--- config.mk ---
export PLATFORM = sky130hd
export DESIGN_NAME = instr_fetch_buffer_flat
export DESIGN_NICKNAME = d
export VERILOG_FILES = /design/src/rtl/instr_fetch_buffer_if.sv /design/src/rtl/instr_fetch_buffer.sv /design/src/flat_wrapper.sv
export SDC_FILE = /design/constraint.sdc
export NUM_CORES = 1
export LEC_CHECK = 0
export CAP_MARGIN = 5
export CORE_MARGIN = 2
export CORE_UTILIZATION = 50
export DETAILED_ROUTE_END_ITERATION = 10
export PLACE_DENSITY = 0.77
export SETUP_SLACK_MARGIN = 0.4
export SKIP_CTS_REPAIR_TIMING = 1
export SLEW_MARGIN = 25
export SYNTH_ARGS = -nofsm -noshare
export SYNTH_HDL_FRONTEND = slang
export SYNTH_SLANG_ARGS = --single-unit
export TNS_END_PERCENT = 5
--- constraint.sdc ---
create_clock -name clk -period 9.05 [get_ports clk]
set_input_delay 1.81 -clock clk [delete_from_list [all_inputs] [get_ports clk]]
set_output_delay 1.81 -clock clk [all_outputs]
set_load 0.01 [all_outputs]
--- src/rtl/instr_fetch_buffer_if.sv ---
// Fetch-side bundle: redirect input, instruction-memory request/grant/response
// channel and the buffered instruction stream presented to decode.
interface instr_fetch_buffer_if #(
  parameter int DEPTH = 4
);
  localparam int OCC_W = $clog2(DEPTH) + 1;

  logic              redirect_valid;
  logic [31:0]       redirect_addr;
  logic              imem_req;
  logic [31:0]       imem_addr;
  logic              imem_gnt;
  logic              imem_rvalid;
  logic [31:0]       imem_rdata;
  logic              out_valid;
  logic [31:0]       out_instr;
  logic [31:0]       out_pc;
  logic              out_ready;
  logic [OCC_W-1:0]  occupancy;

  modport master (
    input  redirect_valid, redirect_addr,
    output imem_req, imem_addr,
    input  imem_gnt, imem_rvalid, imem_rdata,
    output out_valid, out_instr, out_pc, occupancy,
    input  out_ready
  );

  modport slave (
    output redirect_valid, redirect_addr,
    input  imem_req, imem_addr,
    output imem_gnt, imem_rvalid, imem_rdata,
    input  out_valid, out_instr, out_pc, occupancy,
    output out_ready
  );
endinterface

--- src/rtl/instr_fetch_buffer.sv ---
// Sequential instruction fetcher with a small {pc, instr} FIFO; a redirect
// flushes the buffer and drops any response still in flight.
module instr_fetch_buffer #(
  parameter logic [31:0] RESET_ADDR = 32'h0000_0000,
  parameter int          DEPTH      = 4
) (
  input  logic                 clk,
  input  logic                 rst,
  instr_fetch_buffer_if.master bus
);
  localparam int PTR_W = $clog2(DEPTH);
  localparam int CNT_W = PTR_W + 1;
  localparam logic [CNT_W-1:0] FULL = CNT_W'(DEPTH);

  typedef enum logic [1:0] {IDLE, REQ, WAIT} state_t;

  state_t            state, state_nxt;
  logic [31:0]       fetch_pc, fetch_pc_nxt;
  logic              drop, drop_nxt;
  logic [PTR_W-1:0]  rd_ptr, wr_ptr;
  logic [CNT_W-1:0]  count, count_post;
  logic [31:0]       pc_mem    [DEPTH];
  logic [31:0]       instr_mem [DEPTH];
  logic              resp, push, pop;

  assign resp = (state == WAIT) && bus.imem_rvalid;
  assign pop  = (count != '0) && bus.out_ready && !bus.redirect_valid;
  assign push = resp && !drop && !bus.redirect_valid;

  always_comb begin
    count_post = count;
    if (push && !pop)
      count_post = count + CNT_W'(1);
    else if (pop && !push)
      count_post = count - CNT_W'(1);
  end

  // Redirect handling overrides the normal fetch sequencing below.
  always_comb begin
    state_nxt    = state;
    drop_nxt     = drop;
    fetch_pc_nxt = fetch_pc;
    unique case (state)
      IDLE: if (count_post < FULL) state_nxt = REQ;
      REQ:  if (bus.imem_gnt) state_nxt = WAIT;
      WAIT: if (bus.imem_rvalid) begin
              drop_nxt  = 1'b0;
              state_nxt = (count_post < FULL) ? REQ : IDLE;
            end
      default: state_nxt = IDLE;
    endcase
    if (push)
      fetch_pc_nxt = fetch_pc + 32'd4;
    if (bus.redirect_valid) begin
      fetch_pc_nxt = {bus.redirect_addr[31:2], 2'b00};
      unique case (state)
        IDLE: state_nxt = REQ;
        REQ: begin
          if (bus.imem_gnt) begin
            state_nxt = WAIT;
            drop_nxt  = 1'b1;
          end else begin
            state_nxt = REQ;
          end
        end
        WAIT: begin
          if (bus.imem_rvalid) begin
            state_nxt = REQ;
            drop_nxt  = 1'b0;
          end else begin
            state_nxt = WAIT;
            drop_nxt  = 1'b1;
          end
        end
        default: state_nxt = REQ;
      endcase
    end
  end

  always_ff @(posedge clk or posedge rst) begin
    if (rst) begin
      state    <= IDLE;
      fetch_pc <= RESET_ADDR;
      drop     <= 1'b0;
      rd_ptr   <= '0;
      wr_ptr   <= '0;
      count    <= '0;
    end else begin
      state    <= state_nxt;
      fetch_pc <= fetch_pc_nxt;
      drop     <= drop_nxt;
      if (bus.redirect_valid) begin
        rd_ptr <= '0;
        wr_ptr <= '0;
        count  <= '0;
      end else begin
        if (push) wr_ptr <= wr_ptr + PTR_W'(1);
        if (pop)  rd_ptr <= rd_ptr + PTR_W'(1);
        count <= count_post;
      end
    end
  end

  // Entry storage carries no reset; out_valid qualifies it.
  always_ff @(posedge clk) begin
    if (push) begin
      pc_mem[wr_ptr]    <= fetch_pc;
      instr_mem[wr_ptr] <= bus.imem_rdata;
    end
  end

  assign bus.imem_req  = (state == REQ);
  assign bus.imem_addr = fetch_pc;
  assign bus.out_valid = (count != '0);
  assign bus.out_pc    = pc_mem[rd_ptr];
  assign bus.out_instr = instr_mem[rd_ptr];
  assign bus.occupancy = count;
endmodule
--- src/flat_wrapper.sv ---
// flat-port wrapper written by rule: the top's interface ports become plain ports
module instr_fetch_buffer_flat 
#(
  parameter logic [31:0] RESET_ADDR = 32'h0000_0000,
  parameter int          DEPTH      = 4
)
  (clk, rst, bus_redirect_valid, bus_redirect_addr, bus_imem_req, bus_imem_addr, bus_imem_gnt, bus_imem_rvalid, bus_imem_rdata, bus_out_valid, bus_out_instr, bus_out_pc, bus_occupancy, bus_out_ready);
  instr_fetch_buffer_if #(.DEPTH(DEPTH)) bus_i ();
  input  logic clk;
  input  logic rst;
  input wire logic [$bits(bus_i.redirect_valid)-1:0] bus_redirect_valid;
  input wire logic [$bits(bus_i.redirect_addr)-1:0] bus_redirect_addr;
  output wire logic [$bits(bus_i.imem_req)-1:0] bus_imem_req;
  output wire logic [$bits(bus_i.imem_addr)-1:0] bus_imem_addr;
  input wire logic [$bits(bus_i.imem_gnt)-1:0] bus_imem_gnt;
  input wire logic [$bits(bus_i.imem_rvalid)-1:0] bus_imem_rvalid;
  input wire logic [$bits(bus_i.imem_rdata)-1:0] bus_imem_rdata;
  output wire logic [$bits(bus_i.out_valid)-1:0] bus_out_valid;
  output wire logic [$bits(bus_i.out_instr)-1:0] bus_out_instr;
  output wire logic [$bits(bus_i.out_pc)-1:0] bus_out_pc;
  output wire logic [$bits(bus_i.occupancy)-1:0] bus_occupancy;
  input wire logic [$bits(bus_i.out_ready)-1:0] bus_out_ready;
  assign bus_i.redirect_valid = bus_redirect_valid;
  assign bus_i.redirect_addr = bus_redirect_addr;
  assign bus_imem_req = bus_i.imem_req;
  assign bus_imem_addr = bus_i.imem_addr;
  assign bus_i.imem_gnt = bus_imem_gnt;
  assign bus_i.imem_rvalid = bus_imem_rvalid;
  assign bus_i.imem_rdata = bus_imem_rdata;
  assign bus_out_valid = bus_i.out_valid;
  assign bus_out_instr = bus_i.out_instr;
  assign bus_out_pc = bus_i.out_pc;
  assign bus_occupancy = bus_i.occupancy;
  assign bus_i.out_ready = bus_out_ready;
  instr_fetch_buffer #(.RESET_ADDR(RESET_ADDR), .DEPTH(DEPTH)) u_core (.clk(clk), .rst(rst), .bus(bus_i));
endmodule
After elaboration in Yosys (flattened, before gate mapping)
Memories as Yosys holds them, arrays and structs flattened.
Cells that the tools add are included.

cells by class
  equality and inequality tests = 5
  mux-type cells = 26
  reduce and logical (&&, ||, !) cells = 16
  add/subtract/negate cells = 5
  magnitude comparators = 1

operators with widths
  kind                                                                number
  32-bit 2-to-1 mux                                                   2
  32-bit by 3-bit adder with 32-bit output, second input constant     1
  2-bit 2-to-1 mux                                                    10
  3-bit 2-to-1 mux                                                    3
  1-bit 2-to-1 mux                                                    8
  1-bit logical AND                                                   7
  3-bit by 2-bit != test with 1-bit output, second input constant     2
  2-bit case mux with 3 select lines                                  1
  2-bit by 1-bit adder with 2-bit output, second input constant       2
  1-bit logical NOT                                                   4
  2-bit case mux with 2 select lines                                  1
  2-bit nonzero test                                                  2
  3-bit by 1-bit adder with 3-bit output, second input constant       1
  3-bit < comparator, second input constant                           1
  3-bit != test, second input constant                                1
  3-bit AND reduction                                                 1
  3-bit nonzero test                                                  1
  3-bit by 1-bit subtractor with 3-bit output, second input constant  1
  2-bit by 1-bit == test with 1-bit output, second input constant     1
  2-bit == test, second input constant                                1
  2-bit logical NOT                                                   1
  1-bit case mux with 2 select lines                                  1

word-level totals
  bits in registers = 42
  bits in writable memories = 256
  logic and storage cells = 61
  memories = 2
  output and inout bits = 101

memory list
  memory            words  bits a word  read ports  clocked after memory_dff  wr ports  RTL line                  text
  u_core.instr_mem  4      32           1           0                         1         instr_fetch_buffer.sv:23  logic [31:0] instr_mem [DEPTH];
  u_core.pc_mem     4      32           1           0                         1         instr_fetch_buffer.sv:22  logic [31:0] pc_mem [DEPTH];

Logic depth before layout (Yosys ltp)
Gate-level depths: netlist of run 1.

  depth after elaboration = 13
  depth in mapped cells = 8
  depth with buffers taken out = 7

Worst setup path after synthesis of run 1
No wires, ideal clock.

  kind = input to register
  start point = input port bus_imem_rvalid
  end point = memory u_core.instr_mem[0][0], enable pin
  stages on the path = 3
  setup time = 0.427 ns
  slack = 4.931 ns
  required time = 8.623 ns
  arrival = 3.692 ns
  path buffers = 0
  cells stage by stage = nand2_1 > nor2_1 > and3_1

between the ends
  word-level cells in the longest chain between the ends = 5

ends and longest elaborated chain
  element                                 RTL line                   text
  start: declaration                      flat_wrapper.sv:16         input wire logic [$bits(bus_i.imem_rvalid)-1:0] bus_imem_rvalid;
  1-bit logical AND                       instr_fetch_buffer.sv:26   assign resp = (state == WAIT) && bus.imem_rvalid;
  1-bit logical AND (2 in a row)          instr_fetch_buffer.sv:28   assign push = resp && !drop && !bus.redirect_valid;
  1-bit 2-to-1 mux                        instr_fetch_buffer.sv:106  if (push) begin
  1-bit 2-to-1 mux (implied by the code)  instr_fetch_buffer.sv:108  instr_mem[wr_ptr] <= bus.imem_rdata;
  end: declaration                        instr_fetch_buffer.sv:23

Every way passes these cells.

Worst setup path after layout of run 1
  start point = register u_core.rd_ptr[0]
  end point = output port bus_out_pc[3]

between the ends
  word-level cells in the longest chain between the ends = 1

ends and longest elaborated chain
  element                   RTL line                  text
  start: declaration        instr_fetch_buffer.sv:20  logic [PTR_W-1:0] rd_ptr, wr_ptr;
  start signal: assignment  instr_fetch_buffer.sv:98  if (pop) rd_ptr <= rd_ptr + PTR_W'(1);
  memory 4 x 32 bit         --
  end: declaration          flat_wrapper.sv:20        output wire logic [$bits(bus_i.out_pc)-1:0] bus_out_pc;

Every way passes these cells.

==> summary.md, run 1 <==
| Metric | Value |
|---|---|
| Root buffer selected by CTS | `sky130_fd_sc_hd__clkbuf_16` |
| Final-report hold violation count | `0` |
| Die X | `155 um` |
| Clock buffer count from CTS | `30` |
| Max Clk Rate | `199 MHz` |
| Cell taking the most area after synthesis | `sky130_fd_sc_hd__edfxtp_1` |
| Wire length of the first global-routing pass | `36200 um` |
| Initial core utilization | `50.6%` |
| Clock buffer depth | `3` |
| Ant diodes | `0` |
| Area Growth Syn to Fin | `25.6%` |
| Number of enable-type register cells in the synthesized netlist | `248` |
| Worst-Margin Slew | `1.00 ns` |
| Detailed-route wire length | `23100 um` |
| Crit path time final | `5.03 ns` |
| Worst slew slack as a fraction of its limit | `33.1%` |
| Total count of max-transition violations in the final report | `0` |
| Number of levels in the clock H-tree | `1` |
| Launch point of the worst hold path | `u_core.drop` |
| Worst flop-to-flop path endpoint | `u_core.bus.imem_addr[31]` |
| Average cell area after synthesis | `18.9 um2` |
| Maximum number of pins on one net before global-route repair | `70` |
| Initial antenna violation count | `0` |
| Sum of negative setup slack | `0 ns` |
| Clock skew after layout | `0.0150 ns` |
| TritonCTS sink count | `288` |
| Startpoint of the most critical register-to-register path | `u_core.state[0]` |
| Crit end category | `output port` |
| Maxcap violations | `0` |
| Final nets | `859` |
| Netlist cell types | `42` |
| Maximum ir drop on the vdd rail | `164 uV` |
| Cell Count, Final, Fillers Out | `1086` |
| Launch point of the critical path | `u_core.rd_ptr[0]` |
| Setup repair after global routing missed its margin | `no` |
| Clock transition at the register clock pins on the worst setup and hold paths after CTS | `0.06 ns` |
| Number of cell rows | `55` |
| Antenna-violating nets left | `0` |
| Gate Count Post-Synth | `603` |
| Synthesized cell area | `11400 um2` |
| Asr flop ratio synth | `13.9%` |
| Routed length per placed instance | `21.3 um` |
| Ports placed on the boundary | `171` |
| Routability congestion estimate from global placement | `0.843` |
| Die Y-Extent | `155 um` |
| Vias per Instance | `5.68` |
| Drt initial violations | `367` |
| Core box area | `22500 um2` |
| Total setup violations reported at the end of the flow | `0` |
| Commonest cells in the netlist | `248 x sky130_fd_sc_hd__edfxtp_1, 62 x sky130_fd_sc_hd__mux4_2, 46 x sky130_fd_sc_hd__nand2_1` |
| Clock latency on the worst-skew pair | `0.54 ns` |
| Hold Crit Endpoint | `u_core.drop` |
| Sequential element share of the synthesized area | `74.3%` |
| Clock tree from TritonCTS | `done` |
| Iteration count of the initial detailed-routing pass | `6` |
| Count of vias placed by the detailed router | `6167` |
| Count leader, synth | `sky130_fd_sc_hd__edfxtp_1` |
| Power per cell area | `248 nW/um2` |
| Class of the tightest hold or removal check | `reg2reg` |
| Full die area | `24000 um2` |
| Pleak | `0.00476 uW` |
| Dominant cells by area after synthesis | `sky130_fd_sc_hd__edfxtp_1 65%, sky130_fd_sc_hd__mux4_2 12%, sky130_fd_sc_hd__dfrtp_1 8.8%` |
| Predominant post-synthesis flop cell | `sky130_fd_sc_hd__edfxtp_1` |
| DP Cell Count | `1030` |
| Cell area reported after detailed placement | `13300 um2` |
| DRC | `0` |
| Fraction of final layout cells with drive strength greater than 1 | `16.0%` |
| Nature of the critical path startpoint | `flip-flop` |
| Global-route usage over all layers | `19.7%` |
| Number of cell instances on the worst register-to-register path | `7` |
| Hold path depth | `1` |
| Number of flip-flops and latches in the synthesized netlist | `288` |
| Category of the most critical setup path | `reg2out` |
| Total of buffers placed on input and output ports | `164` |
| Total non-filler cell area in the finished layout | `14300 um2` |
| Proportion of netlist area held by the largest area contributor | `65.5%` |
| Flop2flop setup slack | `5.93 ns` |
| Yosys warning count | `0` |
| Worst EP arrival | `3.22 ns` |
| Total congestion overflow | `0` |
| HPWL reported at the end of detailed placement | `13600 um` |
| Part of the cycle the worst path needs | `55.6%` |
| Status | `finished, final reports clean` |
| Largest fanout on the critical path | `38` |
| Vias in the first global route | `6509` |
| Data required time of the critical path | `7.24 ns` |
-- how the worst max path moves through the flow --
stage               slack [ns]                      to
floorplan                 4.93  u_core.instr_mem[0][0]
global route              3.74           bus_out_pc[3]
CTS                       3.87           bus_out_pc[4]
global placement          4.48           bus_out_pc[4]
finish                    4.02           bus_out_pc[3]
detailed placement        4.46           bus_out_pc[4]
-- sequential cells by signal, indices dropped and copies added, names as in the netlist --
name,cells
u_core.pc_mem,120
u_core.bus.occupancy,3
u_core.instr_mem,128
u_core.bus.imem_addr,30
u_core.drop,1
u_core.wr_ptr,2
u_core.state,2
u_core.rd_ptr,2
-- critical path, stage by stage, from the launching register on --
cell and delay (ns):
sky130_fd_sc_hd__dfrtp_4 0.78, sky130_fd_sc_hd__buf_4 0.73, sky130_fd_sc_hd__mux4_2 0.59, sky130_fd_sc_hd__clkdlybuf4s50_1 0.56
-- metal layers --
layer | vias up | share of wire (%) | global-route usage [%]
li1 | 2749 | - | -
met1 | 3137 | 41 | 26.0
met2 | 246 | 50 | 33.1
met3 | 35 | 7.5 | 4.54
met4 | 0 | 1.8 | 5.60
met5 | - | 0 | 0
-- where the power goes --
group / leakage (uW) / internal, uW / switching [uW]
clock network: 0.000494 / 710 / 482
registers: 0.00273 / 1500 / 104
logic: 0.00153 / 451 / 305
-- area by class of cell --
| type | instances | area (um2) |
|---|---|---|
| Sequential cell | 288 | 8460 |
| Tap cell | 285 | 357 |
| Inverter | 10 | 37.5 |
| Clock inverter | 13 | 95.1 |
| Fill cell | 1548 | 8210 |
| Clock buffer | 43 | 891 |
| Timing Repair Buffer | 167 | 1660 |
| Multi-Input combinational cell | 280 | 2790 |
-- stage by stage --
| step | setup WS (ns) | power, uW | utilization [%] | hold WS (ns) |
|---|---|---|---|---|
| 6_report | 4.02 | 3550 | 63.5 | 0.559 |
| 5_1_grt | 3.74 | 3700 | 63.5 | 0.561 |
| 4_1_cts | 3.87 | 3590 | 63.5 | 0.541 |
| 3_5_place_dp | 4.46 | 2400 | 59.1 | 0.528 |
| 3_3_place_gp | 4.48 | 2370 | 59.1 | 0.526 |
| 2_1_floorplan | 4.93 | 2020 | - | 0.492 |
-- layout by cell type, fill, tap and decap left out, drive strengths merged, types with 2 or more instances in the layout --
cell / instances
and3: 10
ha: 12
dfrtp: 40
a21oi: 6
nor3: 4
clkbuf: 43
o21ai: 34
nand2b: 3
and2: 2
inv: 11
o211ai: 2
mux2: 2
edfxtp: 248
buf: 4
nand4: 12
a211oi: 3
nand2: 46
xor2: 20
and4: 5
mux4: 62
nor4: 3
nand3: 15
nor2: 12
xnor2: 12
clkdlybuf4s50: 163
conb: 4
clkinv: 10
-- logic make-up (layout without fill, tap and decap cells) --
family | after synthesis | in the layout | synth area share, %
AOI/OAI and AO/OA | 50 | 50 | 2.46
xor gates and xnor gates | 32 | 32 | 2.46
adders and majority gates | 12 | 12 | 1.32
buffers and inverters | 38 | 233 | 1.46
DFF | 288 | 288 | 74.3
muxes | 65 | 65 | 12.6
other | 1 | 4 | 0.0330
and+or+nand+nor | 117 | 117 | 5.44
No activity file was read; power rests on OpenSTA's default activity.
==> inputs of run 2 (changes only) <==
Settings changed: CORE_UTILIZATION 50 to 49, PLACE_DENSITY 0.77 to 0.78.
Clock period 9.05 ns to 4.5 ns, I/O delays scaled along.
==> run 2 against run 1 <==
Against the previous run: final cell count is 0.55% higher; via count stayed put; clock skew is 0.0047 ns higher.
==> summary.md, run 2 (same netlist as run 1, synthesis figures left out) <==
| Metric | Value |
|---|---|
| Area Growth Syn to Fin | `26.7% (was 25.6%)` |
| Total count of max-transition violations in the final report | `0 (unchanged)` |
| Nature of the critical path startpoint | `flip-flop (unchanged)` |
| Pleak | `0.00480 uW (was 0.00476 uW)` |
| Clock latency on the worst-skew pair | `0.55 ns (was 0.54 ns)` |
| Fraction of final layout cells with drive strength greater than 1 | `16.4% (was 16.0%)` |
| Final core utilization | `63.5% (about the same)` |
| Clock tree from TritonCTS | `done (unchanged)` |
| Top reg by flops | `u_core.instr_mem (unchanged)` |
| Vias per Instance | `5.65 (was 5.68)` |
| Routed length per placed instance | `21.3 um (about the same)` |
| Ant diodes | `0 (unchanged)` |
| Final nets | `866 (was 859)` |
| Largest fanout on the critical path | `19 (was 38)` |
| Max Clk Rate | `275 MHz` |
| Number of cell rows | `55 (unchanged)` |
| Vias in the first global route | `6568 (was 6509)` |
| Status | `finished, final reports clean (unchanged)` |
| Maxcap violations | `0 (unchanged)` |
| Detailed-route wire length | `23200 um (was 23100 um)` |
| Antenna-violating nets left | `0 (unchanged)` |
| Maximum ir drop on the vdd rail | `245 uV (was 164 uV)` |
| Global-route usage over all layers | `19.1% (was 19.7%)` |
| Clock skew after layout | `0.0197 ns (was 0.0150 ns)` |
| DRC | `0 (unchanged)` |
| Drt initial violations | `367 (unchanged)` |
| Total setup violations reported at the end of the flow | `0 (unchanged)` |
| HPWL reported at the end of detailed placement | `14700 um (was 13600 um)` |
| Clock buffer count from CTS | `30 (unchanged)` |
| Commonest non-fill, non-tap cell in the layout | `sky130_fd_sc_hd__edfxtp_1 (unchanged)` |
| Top library cells by usage in the layout, fill and taps aside | `248 x sky130_fd_sc_hd__edfxtp_1, 163 x sky130_fd_sc_hd__clkdlybuf4s50_1, 62 x sky130_fd_sc_hd__mux4_2 (unchanged)` |
| Clock transition at the register clock pins on the worst setup and hold paths after CTS | `0.06 ns (about the same)` |
| Worst-Margin Slew | `1.08 ns (was 1.00 ns)` |
| Power per cell area | `500 nW/um2 (was 248 nW/um2)` |
| Final-report hold violation count | `0 (unchanged)` |
| TritonCTS sink count | `288 (unchanged)` |
| Setup repair after global routing missed its margin | `no (unchanged)` |
| Initial antenna violation count | `0 (unchanged)` |
| Total congestion overflow | `0 (unchanged)` |
| DP Cell Count | `1037 (was 1030)` |
| Worst EP arrival | `2.74 ns (was 3.22 ns)` |
| Die X | `156 um (was 155 um)` |
| Crit path time final | `3.64 ns` |
| Number of levels in the clock H-tree | `1 (unchanged)` |
| Sum of negative setup slack | `0 ns (unchanged)` |
| Flip-flop count of the largest register, all copies and words added | `128 (unchanged)` |
| Data required time of the critical path | `3.60 ns (was 7.24 ns)` |
| Full die area | `24500 um2 (was 24000 um2)` |
| Ports placed on the boundary | `171 (unchanged)` |
| Clock buffer depth | `3 (unchanged)` |
| Count of fill cells added during filler insertion | `1568 (was 1548)` |
| Category of the most critical setup path | `reg2out (unchanged)` |
| Wire length of the first global-routing pass | `36100 um (was 36200 um)` |
| Total of buffers placed on input and output ports | `164 (unchanged)` |
| Maximum number of pins on one net before global-route repair | `69 (was 70)` |
| Count of vias placed by the detailed router | `6167 (unchanged)` |
| Die Y-Extent | `156 um (was 155 um)` |
| Root buffer selected by CTS | `sky130_fd_sc_hd__clkbuf_16 (unchanged)` |
| Crit end category | `output port (unchanged)` |
| Cell Count, Final, Fillers Out | `1092 (was 1086)` |
| Worst slew slack as a fraction of its limit | `27.4% (was 33.1%)` |
| Iteration count of the initial detailed-routing pass | `5 (was 6)` |
| Post-Route Hold Slack | `0.565 ns (was 0.559 ns)` |
| Core box area | `22700 um2 (was 22500 um2)` |
| Part of the cycle the worst path needs | `80.9%` |
| Routability congestion estimate from global placement | `0.833 (was 0.843)` |
| Class of the tightest hold or removal check | `reg2reg (unchanged)` |
| Initial core utilization | `50.1% (was 50.6%)` |
## run 2: cell types whose count changed in the layout (fill, tap and decap cells not counted), moves of 2 or more
| cell | change |
|---|---|
| sky130_fd_sc_hd__buf_12 | +4 |
| sky130_fd_sc_hd__clkinv_2 | -4 |
| sky130_fd_sc_hd__buf_4 | +3 |
| sky130_fd_sc_hd__bufinv_16 | +2 |
| sky130_fd_sc_hd__clkbuf_8 | -2 |
| sky130_fd_sc_hd__clkinv_1 | +2 |
## run 2: final timing paths
check                                  from                        to  slack (ns)  cells after the start
max                        u_core.rd_ptr[0]            bus_out_pc[20]        0.86                      3
min                             u_core.drop               u_core.drop        0.57                      1
max reg2reg                 u_core.state[0]    u_core.instr_mem[1][6]        1.74                      6
min reg2reg                     u_core.drop               u_core.drop        0.57                      1
max in group asynchronous               rst          u_core.rd_ptr[0]        3.26                      3
min in group asynchronous               rst  u_core.bus.imem_addr[22]        0.80                      3
## run 2: per-stage QoR
stage | power (uW) | instance area (um2) | worst slack [ns]
final | 7210 | 14400 | 0.861
after global routing | 7500 | 14400 | 0.666
after CTS | 7280 | 14400 | 0.767
after detailed placement | 4840 | 13400 | 1.12
after global placement | 4800 | 13400 | 1.20
after floorplan | 4070 | 11400 | 1.29
## run 2: per-layer routing
layer	global-route usage, %	share of wire (%)	wire length, um	vias up
li1	-	-	-	2765
met1	25.7	42	9690	3127
met2	32.6	50	11600	239
met3	3.82	6.5	1510	36
met4	4.54	1.9	431	0
met5	0	0	0	-
## run 2: worst max-delay path, stage by stage (launching register included)
cell                              delay [ns]
sky130_fd_sc_hd__dfrtp_4                0.67
sky130_fd_sc_hd__buf_4                  0.43
sky130_fd_sc_hd__mux4_2                 0.59
sky130_fd_sc_hd__clkdlybuf4s50_1        0.50
## run 2: layout make-up
cell class / instances / area, um2 / share of cell area [%]
timing repair buffer: 174 / 1760 / 12.2
sequential: 288 / 8460 / 58.7
inverter: 10 / 37.5 / 0.260
clock buffer: 40 / 838 / 5.82
clock inverter: 15 / 166 / 1.15
tap: 285 / 357 / 2.47
multi-input combinational: 280 / 2790 / 19.4
## run 2: where the power goes
part	total [uW]	switching, uW	internal [uW]
clock network	2450	971	1480
logic	1560	627	928
registers	3210	194	3010
total	7210	1790	5420
